==> src/rtl/spi_frame_fsm.sv <==
`default_nettype none
// ============================================================================
//  Module   : spi_frame_fsm
//  Purpose  : SPI mode-0 slave protocol engine. Decodes frames made of an
//             address/RW byte ({addr[DATAW-2:0], rw}, rw=1 is a read)
//             followed by a data byte. Reads stream a byte from the data
//             memory out on MISO; writes commit the received byte to it.
//  Ports    : clk, rst_n          - system clock, async active-low reset
//             cs_cond             - conditioned chip select (active low)
//             sclk_pos/sclk_neg   - one-clk pulses per SCLK rising/falling edge
//             mosi_cond           - conditioned MOSI
//             dm_dout             - memory read data (combinational on dm_addr)
//             dm_addr/dm_din/dm_we- memory address, write data, write strobe
//             miso/miso_en        - serial data out and its buffer enable
//             frame_abort         - pulse when CS rises part-way through a byte
//  Options  : SPI_BURST_EN - when defined, reads and writes keep streaming
//             consecutive addresses until chip select rises.
//  Revision : 1.0 - initial release
// ============================================================================
module spi_frame_fsm #(
  parameter int DATAW = 8,
  parameter int CNTW  = 4
) (
  input  logic             clk,
  input  logic             rst_n,
  input  logic             cs_cond,
  input  logic             sclk_pos,
  input  logic             sclk_neg,
  input  logic             mosi_cond,
  input  logic [DATAW-1:0] dm_dout,
  output logic [DATAW-2:0] dm_addr,
  output logic [DATAW-1:0] dm_din,
  output logic             dm_we,
  output logic             miso,
  output logic             miso_en,
  output logic             frame_abort
);

  typedef enum logic [2:0] {
    IDLE         = 3'd0,
    GET_ADDR     = 3'd1,
    DECODE       = 3'd2,
    READ_LOAD    = 3'd3,
    READ_SHIFT   = 3'd4,
    WRITE_GET    = 3'd5,
    WRITE_COMMIT = 3'd6,
    DONE         = 3'd7
  } state_t;

  // Count value at which the final bit of a byte is being taken.
  localparam logic [CNTW-1:0] c_last_bit = CNTW'(DATAW - 1);
  localparam logic [DATAW-2:0] c_addr_one = {{(DATAW-2){1'b0}}, 1'b1};

  state_t           state_q, state_d;
  logic [DATAW-1:0] rx_sr_q, rx_sr_d;
  logic [DATAW-1:0] tx_sr_q, tx_sr_d;
  logic [CNTW-1:0]  bitcnt_q, bitcnt_d;
  logic [DATAW-2:0] dm_addr_q, dm_addr_d;
  logic [DATAW-1:0] dm_din_q, dm_din_d;
  logic             dm_we_q, dm_we_d;
  logic             miso_q, miso_d;
  logic             miso_en_q, miso_en_d;
  logic             frame_abort_q, frame_abort_d;

  logic [DATAW-1:0] w_rx_next;
  logic             w_cs_drop;

  assign w_rx_next = {rx_sr_q[DATAW-2:0], mosi_cond};
  // CS rising is only an event while a frame is actually in progress.
  assign w_cs_drop = cs_cond && (state_q != IDLE) && (state_q != DONE);

  always_ff @(posedge clk or negedge rst_n) begin
    if (!rst_n) begin
      state_q       <= IDLE;
      rx_sr_q       <= '0;
      tx_sr_q       <= '0;
      bitcnt_q      <= '0;
      dm_addr_q     <= '0;
      dm_din_q      <= '0;
      dm_we_q       <= 1'b0;
      miso_q        <= 1'b0;
      miso_en_q     <= 1'b0;
      frame_abort_q <= 1'b0;
    end else begin
      state_q       <= state_d;
      rx_sr_q       <= rx_sr_d;
      tx_sr_q       <= tx_sr_d;
      bitcnt_q      <= bitcnt_d;
      dm_addr_q     <= dm_addr_d;
      dm_din_q      <= dm_din_d;
      dm_we_q       <= dm_we_d;
      miso_q        <= miso_d;
      miso_en_q     <= miso_en_d;
      frame_abort_q <= frame_abort_d;
    end
  end

  always_comb begin
    state_d       = state_q;
    rx_sr_d       = rx_sr_q;
    tx_sr_d       = tx_sr_q;
    bitcnt_d      = bitcnt_q;
    dm_addr_d     = dm_addr_q;
    dm_din_d      = dm_din_q;
    dm_we_d       = 1'b0;
    miso_d        = miso_q;
    miso_en_d     = miso_en_q;
    frame_abort_d = 1'b0;

    if (w_cs_drop) begin
      // Chip select wins over any coincident SCLK pulse.
      state_d       = IDLE;
      miso_en_d     = 1'b0;
      bitcnt_d      = '0;
      frame_abort_d = (bitcnt_q != '0) || (state_q == DECODE) ||
                      (state_q == READ_LOAD) || (state_q == WRITE_COMMIT);
      // A fully received byte already in commit still reaches memory.
      if (state_q == WRITE_COMMIT) begin
        dm_din_d = rx_sr_q;
        dm_we_d  = 1'b1;
      end
    end else begin
      case (state_q)
        IDLE: begin
          if (!cs_cond) begin
            state_d  = GET_ADDR;
            bitcnt_d = '0;
          end
        end

        GET_ADDR: begin
          if (sclk_pos) begin
            rx_sr_d = w_rx_next;
            if (bitcnt_q == c_last_bit) begin
              bitcnt_d = '0;
              state_d  = DECODE;
            end else begin
              bitcnt_d = bitcnt_q + 1'b1;
            end
          end
        end

        DECODE: begin
          dm_addr_d = rx_sr_q[DATAW-1:1];
          bitcnt_d  = '0;
          state_d   = rx_sr_q[0] ? READ_LOAD : WRITE_GET;
        end

        READ_LOAD: begin
          // miso mirrors the tx MSB so bit DATAW-1 is on the wire before
          // the first data sclk_pos.
          tx_sr_d   = dm_dout;
          miso_d    = dm_dout[DATAW-1];
          miso_en_d = 1'b1;
          state_d   = READ_SHIFT;
        end

        READ_SHIFT: begin
          if (sclk_pos) begin
            if (bitcnt_q == c_last_bit) begin
              bitcnt_d = '0;
`ifdef SPI_BURST_EN
              dm_addr_d = dm_addr_q + c_addr_one;
              state_d   = READ_LOAD;
`else
              state_d   = DONE;
`endif
            end else begin
              bitcnt_d = bitcnt_q + 1'b1;
            end
          end else if (sclk_neg && (bitcnt_q != '0)) begin
            // The falling edge that closes the previous byte (count 0) must
            // not disturb the freshly loaded MSB.
            tx_sr_d = {tx_sr_q[DATAW-2:0], 1'b0};
            miso_d  = tx_sr_q[DATAW-2];
          end
        end

        WRITE_GET: begin
          if (sclk_pos) begin
            rx_sr_d = w_rx_next;
            if (bitcnt_q == c_last_bit) begin
              bitcnt_d = '0;
              state_d  = WRITE_COMMIT;
            end else begin
              bitcnt_d = bitcnt_q + 1'b1;
            end
          end
        end

        WRITE_COMMIT: begin
          dm_din_d = rx_sr_q;
          dm_we_d  = 1'b1;
`ifdef SPI_BURST_EN
          state_d  = WRITE_GET;
`else
          state_d  = DONE;
`endif
        end

        DONE: begin
          miso_en_d = 1'b0;
          if (cs_cond) begin
            state_d = IDLE;
          end
        end

        default: begin
          state_d = IDLE;
        end
      endcase
    end

`ifdef SPI_BURST_EN
    // Advance the write address once the strobe has been seen by memory,
    // so dm_addr is stable for the whole dm_we cycle.
    if (dm_we_q) begin
      dm_addr_d = dm_addr_q + c_addr_one;
    end
`endif
  end

  assign dm_addr     = dm_addr_q;
  assign dm_din      = dm_din_q;
  assign dm_we       = dm_we_q;
  assign miso        = miso_q;
  assign miso_en     = miso_en_q;
  assign frame_abort = frame_abort_q;

endmodule
`default_nettype wire

==> config.mk <==
export PLATFORM = sky130hd
export DESIGN_NAME = spi_frame_fsm
export DESIGN_NICKNAME = d
export VERILOG_FILES = /design/src/rtl/spi_frame_fsm.sv
export SDC_FILE = /design/constraint.sdc
export NUM_CORES = 1
export LEC_CHECK = 0
export CAP_MARGIN = 20
export CORE_ASPECT_RATIO = 1.1
export CORE_MARGIN = 2
export CORE_UTILIZATION = 30
export CTS_CLUSTER_DIAMETER = 100
export CTS_CLUSTER_SIZE = 14
export DETAILED_ROUTE_END_ITERATION = 7
export SLEW_MARGIN = 10
export SYNTH_ARGS = -nofsm -noshare
export SYNTH_HDL_FRONTEND = slang
export SYNTH_SLANG_ARGS = --single-unit
==> constraint.sdc <==
create_clock -name clk -period 1.9 [get_ports clk]
set_clock_uncertainty 0.15 [all_clocks]
set_input_delay 0.19 -clock clk [delete_from_list [all_inputs] [get_ports clk]]
set_output_delay 0.19 -clock clk [all_outputs]
set_load 0.02 [all_outputs]
== Yosys cells after proc, flatten, opt, wreduce, memory -nomap -nowiden ==
Cells that the tools add are included.
Storage, ports and cells
  register bits: 41
  input bits: 14
  output and inout port bits: 19
  word-level logic and storage cells: 77
Cells by class
  add/subtract/negate cells: 1
  equal/unequal tests: 20
  multiplexer cells: 26
  bitwise gates (word level): 1
  reductions and logical operators: 19
Operators with widths (number)
  2-to-1 mux 3 bit: 10
  inequality test 3 bit, second input constant: 9
  one-hot mux 3 bit (8 select lines): 1
  2-to-1 mux 4 bit: 4
  2-to-1 mux 7 bit: 2
  one-hot mux 7 bit (2 select lines): 1
  == test 3 bit, second input constant: 4
  one-hot mux 4 bit (3 select lines): 1
  AND reduction 8 bit: 1
  nonzero test 4 bit: 2
  == test 3 x 2 -> 1 bit, second input constant: 2
  AND reduction 3 bit: 2
  nonzero test 3 bit: 2
  2-to-1 mux 1 bit: 5
  adder 4 x 1 -> 4 bit, second input constant: 1
  == test 4 x 3 -> 1 bit, second input constant: 1
  inequality test 2 bit, second input constant: 2
  one-hot mux 1 bit (2 select lines): 2
  AND reduction 4 bit: 1
  == test 3 x 1 -> 1 bit, second input constant: 1
  logical AND 1 bit: 3
  zero test 3 bit: 1
  logical OR 1 bit: 3
  inequality test 3 x 1 -> 1 bit, second input constant: 1
  other kinds (5): 5

== Logic depth before layout (Yosys ltp) ==
Gate-level depths: netlist (run 1).
  depth in word-level cells: 5
  mapped depth: 6
  mapped depth without buffers: 6

== Worst setup path after synthesis (run 1) ==
Ideal clock, no wire load.
  path kind: register to register
  from: register state_q[1]
  to: register miso_q, in the netlist miso
  setup time: 125 ps
  arrival time: 1662 ps
  data required time: 1625 ps
  path slack: -37 ps
  stages on the path, launching flop included: 7
  buffers on the path: 2
  period minus slack after synthesis: 1937 ps
  cells stage by stage: dfrtp_1 -> buf_6 -> nor3b_2 -> buf_4 -> nand3_2 -> a221oi_4 -> mux2_2
Between the ends
  word-level cells in the longest chain between the ends: 5
  elaborated cells on any way between the ends: 12
  classes of those cells: eq/ne: 5; mux: 1; bitwise: 1; reduce/logical: 5
Ends and longest elaborated chain
  start: declaration: RTL line 54  | state_t state_q, state_d;
  start signal: assignment: RTL line 85  | state_q <= state_d;
  branches (longest 5 deep; another with AND reduction 4 bit)
  end signal: assignment: RTL line 92  | miso_q <= miso_d;
  end: declaration: RTL line 61  | logic miso_q, miso_d;
Parallel ways; which one is timed is not known.
A chain may end at the register's enable or synchronous reset.

== Final worst setup path (run 1) ==
  from: register state_q[2]
  to: register tx_sr_q[0]
Between the ends
  word-level cells in the longest chain between the ends: 5
  elaborated cells on any way between the ends: 12
  classes of those cells: eq/ne: 5; mux: 1; bitwise: 1; reduce/logical: 5
Ends and longest elaborated chain
  branches (longest 5 deep; another with AND reduction 4 bit)
  end signal: assignment: RTL line 87  | tx_sr_q <= tx_sr_d;
  end: declaration: RTL line 56  | logic [DATAW-1:0] tx_sr_q, tx_sr_d;
Parallel ways; which one is timed is not known.

==> flow_summary_export.csv, run 1 <==
group,metric,value,unit
run_status,status,"finished, final reports clean",
layout,final_area,2686,um2
place,io_buffers,32,
pwr,power-per-cell-area,752.5,nW/um2
critical_path,crit_type,"flop to flop",
global_route,grt_max_degree,23,
logic_synthesis,syn_inst,145,
logic_synthesis,synth-edff-count,0,
floorplanning,start_util,30.90,%
critical_path,crit_path_max_incr_delay,510,ps
logic_synthesis,yosysSeqAreaShare,54.27,%
place,post-place-ws,-128.2,ps
logic_synthesis,synthArstFlopShare,100.0,%
pwr,p_leak,1.197,nW
global_route,track_usage,11.87,%
critical_path,regToRegSetupSlack,30,ps
clock_network,cts_sinks,41,
critical_path,cp.required,1970,ps
timing,worstMarginPinSlew,471.6,ps
detailed_routing,wirelength,3807,um
detailed_routing,drc_errors,0,
critical_path,cp.arrival,1940,ps
hold_path,hold_path.class,"input pin to asynchronous set/reset pin",
logic_synthesis,avgSynthCellArea,13.04,um2
floorplanning,io-pin-count,33,
timing,hold-worst-slack,220.9,ps
global_route,grt_pass1_wl,6375,um
layout,diodes,0,
logic_synthesis,synth_ff_type,"dfrtp_1",
place,gp_congestion,0.7518,
detailed_routing,vias,1292,
layout,nNetsFinal,216,
detailed_routing,wire_per_inst,13.55,um
floorplanning,coreArea,6118,um2
critical_path,cp_top_family,"simple AND/OR/NAND/NOR gates",
clock_network,cts_tree,"built",
timing,slew_violations,0,
place,dp.cells,271,
logic_synthesis,synth_fp_nets,161,
layout,syn_to_final_growth,42.09,%
layout,regArea,1030,um2
timing,fin_ws,33.43,ps
global_route,first_global_vias,1315,
job,maxCapViolCount,0,
clock_network,cts.path.max_buffers,2,
critical_path,path_buf_inv,1,
layout,final_cells,281,
clock_network,cts-root-buf,"clkbuf_8",
detailed_routing,first_pass_iters,4,
timing,hold_viol,0,
timing,min_period_over_period,98.24,%
global_route,gr-total-overflow,0,
place,dp_hpwl,2606,um
timing,final.min_clock_period,1867,ps
floorplanning,fp.dieH,87.26,um
floorplanning,die_w,79.69,um
critical_path,path_cells,"nor3_2 > and3b_1 > buf_4 > or4b_1 > o21ai_0",
detailed_routing,drt-initial-drc-count,55,
logic_synthesis,synth_cell_types,34,
logic_synthesis,synth_seq_cells,41,
floorplanning,dieArea,6954,um2
logic_synthesis,yosysWarnings,0,
clock_network,cts_made_buffers,5,
place,placed_area,2442,um2
timing,fmax,0.5357,GHz
timing,maxSlewHeadroom,68.56,%
layout,fill_cells,578,
layout,layout_common_cells,"38 x dfrtp_1, 31 x clkdlybuf4s50_1, 30 x mux2_2",
pwr,total_power,2.022,mW
critical_path,critPathMaxFanout,6,
clock_network,htreeDepth,2,
clock_network,clk_pin_slew_worst_paths,80,ps
floorplanning,rows,30,
detailed_routing,vias_per_cell,4.598,
critical_path,critPathLaunchType,"flop",
layout,multi_input_area,898.4,um2
critical_path,crit_slowest_cell,"or4b_1",
layout,final_layout_size_suffix_gt1_share,43.28,%
logic_synthesis,synthesis.area,1891,um2
timing,tns,0,ps
detailed_routing,antenna_left,0,
timing,rsz0062_at_grt,"yes",
layout,layout_commonest_cell,"dfrtp_1",
critical_path,crit_path_end_kind,"flop",
pwr,peakVddDrop,0.5906,mV
timing,report.final.setup_viol,0,
clock_network,insertion_delay,290,ps
global_route,antenna_found_initial,0,
layout,postLayoutCoreUtil,43.91,%
==> sequential cells by signal (all words and copies together) (netlist names) <==
| signal | cells |
|---|---|
| bitcnt_q | 4 |
| dm_we | 1 |
| dm_addr | 7 |
| miso | 1 |
| miso_en | 1 |
| dm_din | 8 |
| state_q | 3 |
| rx_sr_q | 8 |
| tx_sr_q | 7 |
| frame_abort | 1 |
==> synth_stat cells, types with 2 or more instances <==
cell type	number	area (um2)
mux2_2	37	416.7
nand2b_1	3	18.77
ha_1	2	25.02
clkbuf_1	3	11.26
buf_6	2	22.52
nor2_1	6	22.52
nand2_1	7	26.28
dfrtp_1	41	1026
inv_1	5	18.77
nor2b_1	3	18.77
nand3_1	2	10.01
a21oi_1	4	20.02
and3b_1	3	26.28
o21ai_0	5	25.02
nor3_1	3	15.01
==> per-layer routing <==
layer | share of wire [%] | vias to the layer above | global-route usage [%]
li1 | - | 625 | -
met1 | 47 | 635 | 15.69
met2 | 46 | 27 | 18.26
met3 | 5.8 | 5 | 4.461
met4 | 0.89 | 0 | 3.292
met5 | 0 | - | 0
==> path summary, 6_finish.rpt <==
path / from / to / cells after the start
setup / recovery: state_q[2] / tx_sr_q[0] / 5
hold / removal: rst_n / bitcnt_q[2] / 2
setup reg to reg: state_q[2] / tx_sr_q[0] / 5
hold reg to reg: dm_din[0] / dm_din[0] / 1
max in group asynchronous: rst_n / dm_din[1] / 3
min in group clk: dm_din[0] / dm_din[0] / 1
==> cell type report <==
cell class                      instances  area share [%]
Sequential cell                        41           38.33
Tap cell                               80           3.726
Clock buffer                            6           3.074
Timing Repair Buffer                   55           19.33
Inverter                                5          0.6986
Clock inverter                          2           1.397
Multi-Input combinational cell         92           33.44
==> report_power, final <==
part	internal (mW)	switching, mW
registers	0.963	0.0777
clock network	0.427	0.311
logic	0.155	0.0883
total	1.54	0.477
==> kinds of logic (layout without fill, tap and decap cells) <==
family                     after synthesis  after routing  share of synthesized area, %
muxes                                   38             38                         22.57
and+or+nand+nor                         37             37                         12.44
adders and majority gates                2              2                         1.323
buffers and inverters                   12             68                         3.441
DFF                                     41             41                         54.27
AOI/OAI and AO/OA                       15             15                         5.957
==> timing repair <==
| item | 4_1_cts | 5_1_grt |
|---|---|---|
| gates resized for setup | 13 | 14 |
| endpoints found under the setup margin | 7 | 13 |
| hold buffers | 1 | 0 |
| setup buffers | 0 | 1 |
| gates cloned | 0 | 0 |
| pin swaps | 3 | 4 |
| endpoints found under the hold margin | 19 | 0 |
No activity file was read; power rests on OpenSTA's default activity.
==> inputs of run 2 (changes only) <==
Settings changed: ABC_CLOCK_PERIOD_IN_PS from default to 1900.
==> results of run 2 <==
Same layout as run 1: the final DEF is identical, and so are final timing and power.
==> inputs of run 3 (changes only) <==
Settings changed: ABC_CLOCK_PERIOD_IN_PS 1900 to 2000, CTS_CLUSTER_SIZE 14 to 24, GPL_TIMING_DRIVEN from default to 0.
Clock period 1.9 ns to 2 ns, I/O delays scaled along.
==> flow_summary_export.csv, run 3 (same netlist as run 1, synthesis figures left out) <==
group,metric,value,unit
critical_path,crit_cells,6,
critical_path,crit_slowest_cell,"dfrtp_1",
place,placed_area,2333,um2
layout,final_cells,275,
hold_path,hold_path.class,"input pin to asynchronous set/reset pin",
timing,min_period_over_period,97.70,%
place,dp_hpwl,2482,um
pwr,clockPowerShare,36.2,%
layout,final_area,2623,um2
critical_path,cp.required,2020,ps
global_route,grt_max_degree,23,
clock_network,cts_sinks,41,
pwr,power-per-cell-area,716.2,nW/um2
place,dp.cells,258,
pwr,power.net_switching,422.0,uW
clock_network,insertion_delay,280,ps
timing,maxSlewHeadroom,60.77,%
critical_path,reg2reg_depth,6,
detailed_routing,drt-initial-drc-count,45,
critical_path,crit_path_end_kind,"flop",
clock_network,cts.path.max_buffers,2,
floorplanning,dieArea,6954,um2
global_route,antenna_found_initial,0,
critical_path,critPathMaxFanout,8,
timing,rsz0062_at_grt,"yes",
detailed_routing,drc_errors,0,
place,gp_congestion,0.7697,
pwr,total_power,1.878,mW
global_route,track_usage,10.96,%
detailed_routing,wire_per_inst,13.35,um
run_status,status,"finished, final reports clean",
pwr,pwr-share-seq,52.5,%
detailed_routing,vias_per_cell,4.760,
critical_path,crit_type,"flop to flop",
floorplanning,start_util,30.90,%
detailed_routing,first_pass_iters,4,
timing,worstMarginPinSlew,586.0,ps
floorplanning,io-pin-count,33,
timing,tns,0,ps
layout,layout_common_cells,"40 x dfrtp_1, 31 x clkdlybuf4s50_1, 30 x mux2_2",
pwr,combPwrFrac,11.3,%
floorplanning,die_w,79.69,um
pwr,power.internal,1.456,mW
timing,hold_viol,0,
detailed_routing,vias,1309,
critical_path,cp.arrival,1980,ps
critical_path,cp_top_family,"simple AND/OR/NAND/NOR gates",
layout,syn_to_final_growth,38.72,%
critical_path,regToRegSetupSlack,50,ps
clock_network,cts_tree,"built",
critical_path,path_cells,"buf_6 > nor3_4 > and3b_2 > a221oi_4 > buf_12 > mux2_4",
critical_path,crit_path_max_incr_delay,410,ps
critical_path,rr_endpoint,"tx_sr_q[2]",
layout,diodes,0,
pwr,p_leak,1.157,nW
timing,slew_violations,0,
timing,fmax,0.5118,GHz
clock_network,clk_pin_slew_worst_paths,80,ps
pwr,peakVddDrop,0.3931,mV
floorplanning,rows,30,
floorplanning,fp.dieH,87.26,um
layout,layout_commonest_cell,"dfrtp_1",
layout,final_layout_size_suffix_gt1_share,36.41,%
critical_path,r2r_start,"state_q[2]",
clock_network,htreeDepth,2,
detailed_routing,wirelength,3672,um
job,maxCapViolCount,0,
detailed_routing,antenna_left,0,
layout,postLayoutCoreUtil,42.86,%
clock_network,cts_made_buffers,5,
critical_path,critPathLaunchType,"flop",
timing,final.min_clock_period,1954,ps
timing,report.final.setup_viol,0,
global_route,grt_pass1_wl,5865,um
critical_path,path_buf_inv,2,
place,io_buffers,32,
global_route,first_global_vias,1229,
global_route,gr-total-overflow,0,
pwr,switching_share,22.47,%
layout,nNetsFinal,210,
clock_network,cts-root-buf,"clkbuf_8",
floorplanning,coreArea,6118,um2
run 3: cell types whose count changed in the layout (fill, tap and decap cells not counted), sizes merged:
cell and change:
clkbuf +3, buf -8, clkinvlp -1
run 3: power groups by stage:
| stage | clock network (mW) | registers (mW) | logic, mW |
|---|---|---|---|
| final | 0.679 | 0.986 | 0.213 |
| after global routing | 0.745 | 1.01 | 0.234 |
| after CTS | 0.706 | 0.989 | 0.193 |
| after detailed placement | 0 | 1.00 | 0.191 |
| after global placement | 0 | 1.01 | 0.180 |
| after floorplan | 0 | 0.982 | 0.115 |
run 3: worst reg2reg max path: cells and delay by family, from the launching register on:
family          cells  cell delay (ps)
buf+inv             2              310
compound gates      1              220
simple gates        2              450
flops               1              410
mux                 1              300
run 3: what timing repair did:
action | 4_1_cts | 5_1_grt
resized for setup | 5 | 16
endpoints found under the hold margin | 19 | 0
setup endpoints to repair | 14 | 13
pin swaps | 0 | 4
hold buffers | 1 | 0
buffers inserted | 1 | 8
run 3: metrics by stage:
step | worst slack [ps] | hold slack, ps
final | 46.07 | 263.5
after global routing | -19.42 | 312.4
after CTS | -3.959 | 266.2
after detailed placement | -418.8 | 48.77
after global placement | -547.8 | 333.4
after floorplan | 63.46 | -245.6
run 3: how the worst max path moves through the flow:
stage / from / to
after floorplan: state_q[1] / miso
after global placement: rst_n / dm_addr[5]
after detailed placement: cs_cond / dm_addr[0]
after CTS: state_q[1] / miso
after global routing: state_q[0] / dm_addr[1]
final: state_q[2] / tx_sr_q[2]
run 3: layer usage:
metal,vias to the layer above,GRT usage (%),share of wire (%)
li1,616,-,-
met1,661,14.74,48
met2,28,16.88,47
met3,4,2.905,4.7
met4,0,4.232,1.1
met5,-,0,0
run 3: area by class of cell:
class,count,area [um2]
buffer,6,52.55
clock buffer,7,86.33
clock inverter,1,30.03
fill,582,3496
inverter,5,18.77
multi-input combinational,92,874.6
sequential,41,1027
tap,80,100.1
timing repair buffer,43,432.9
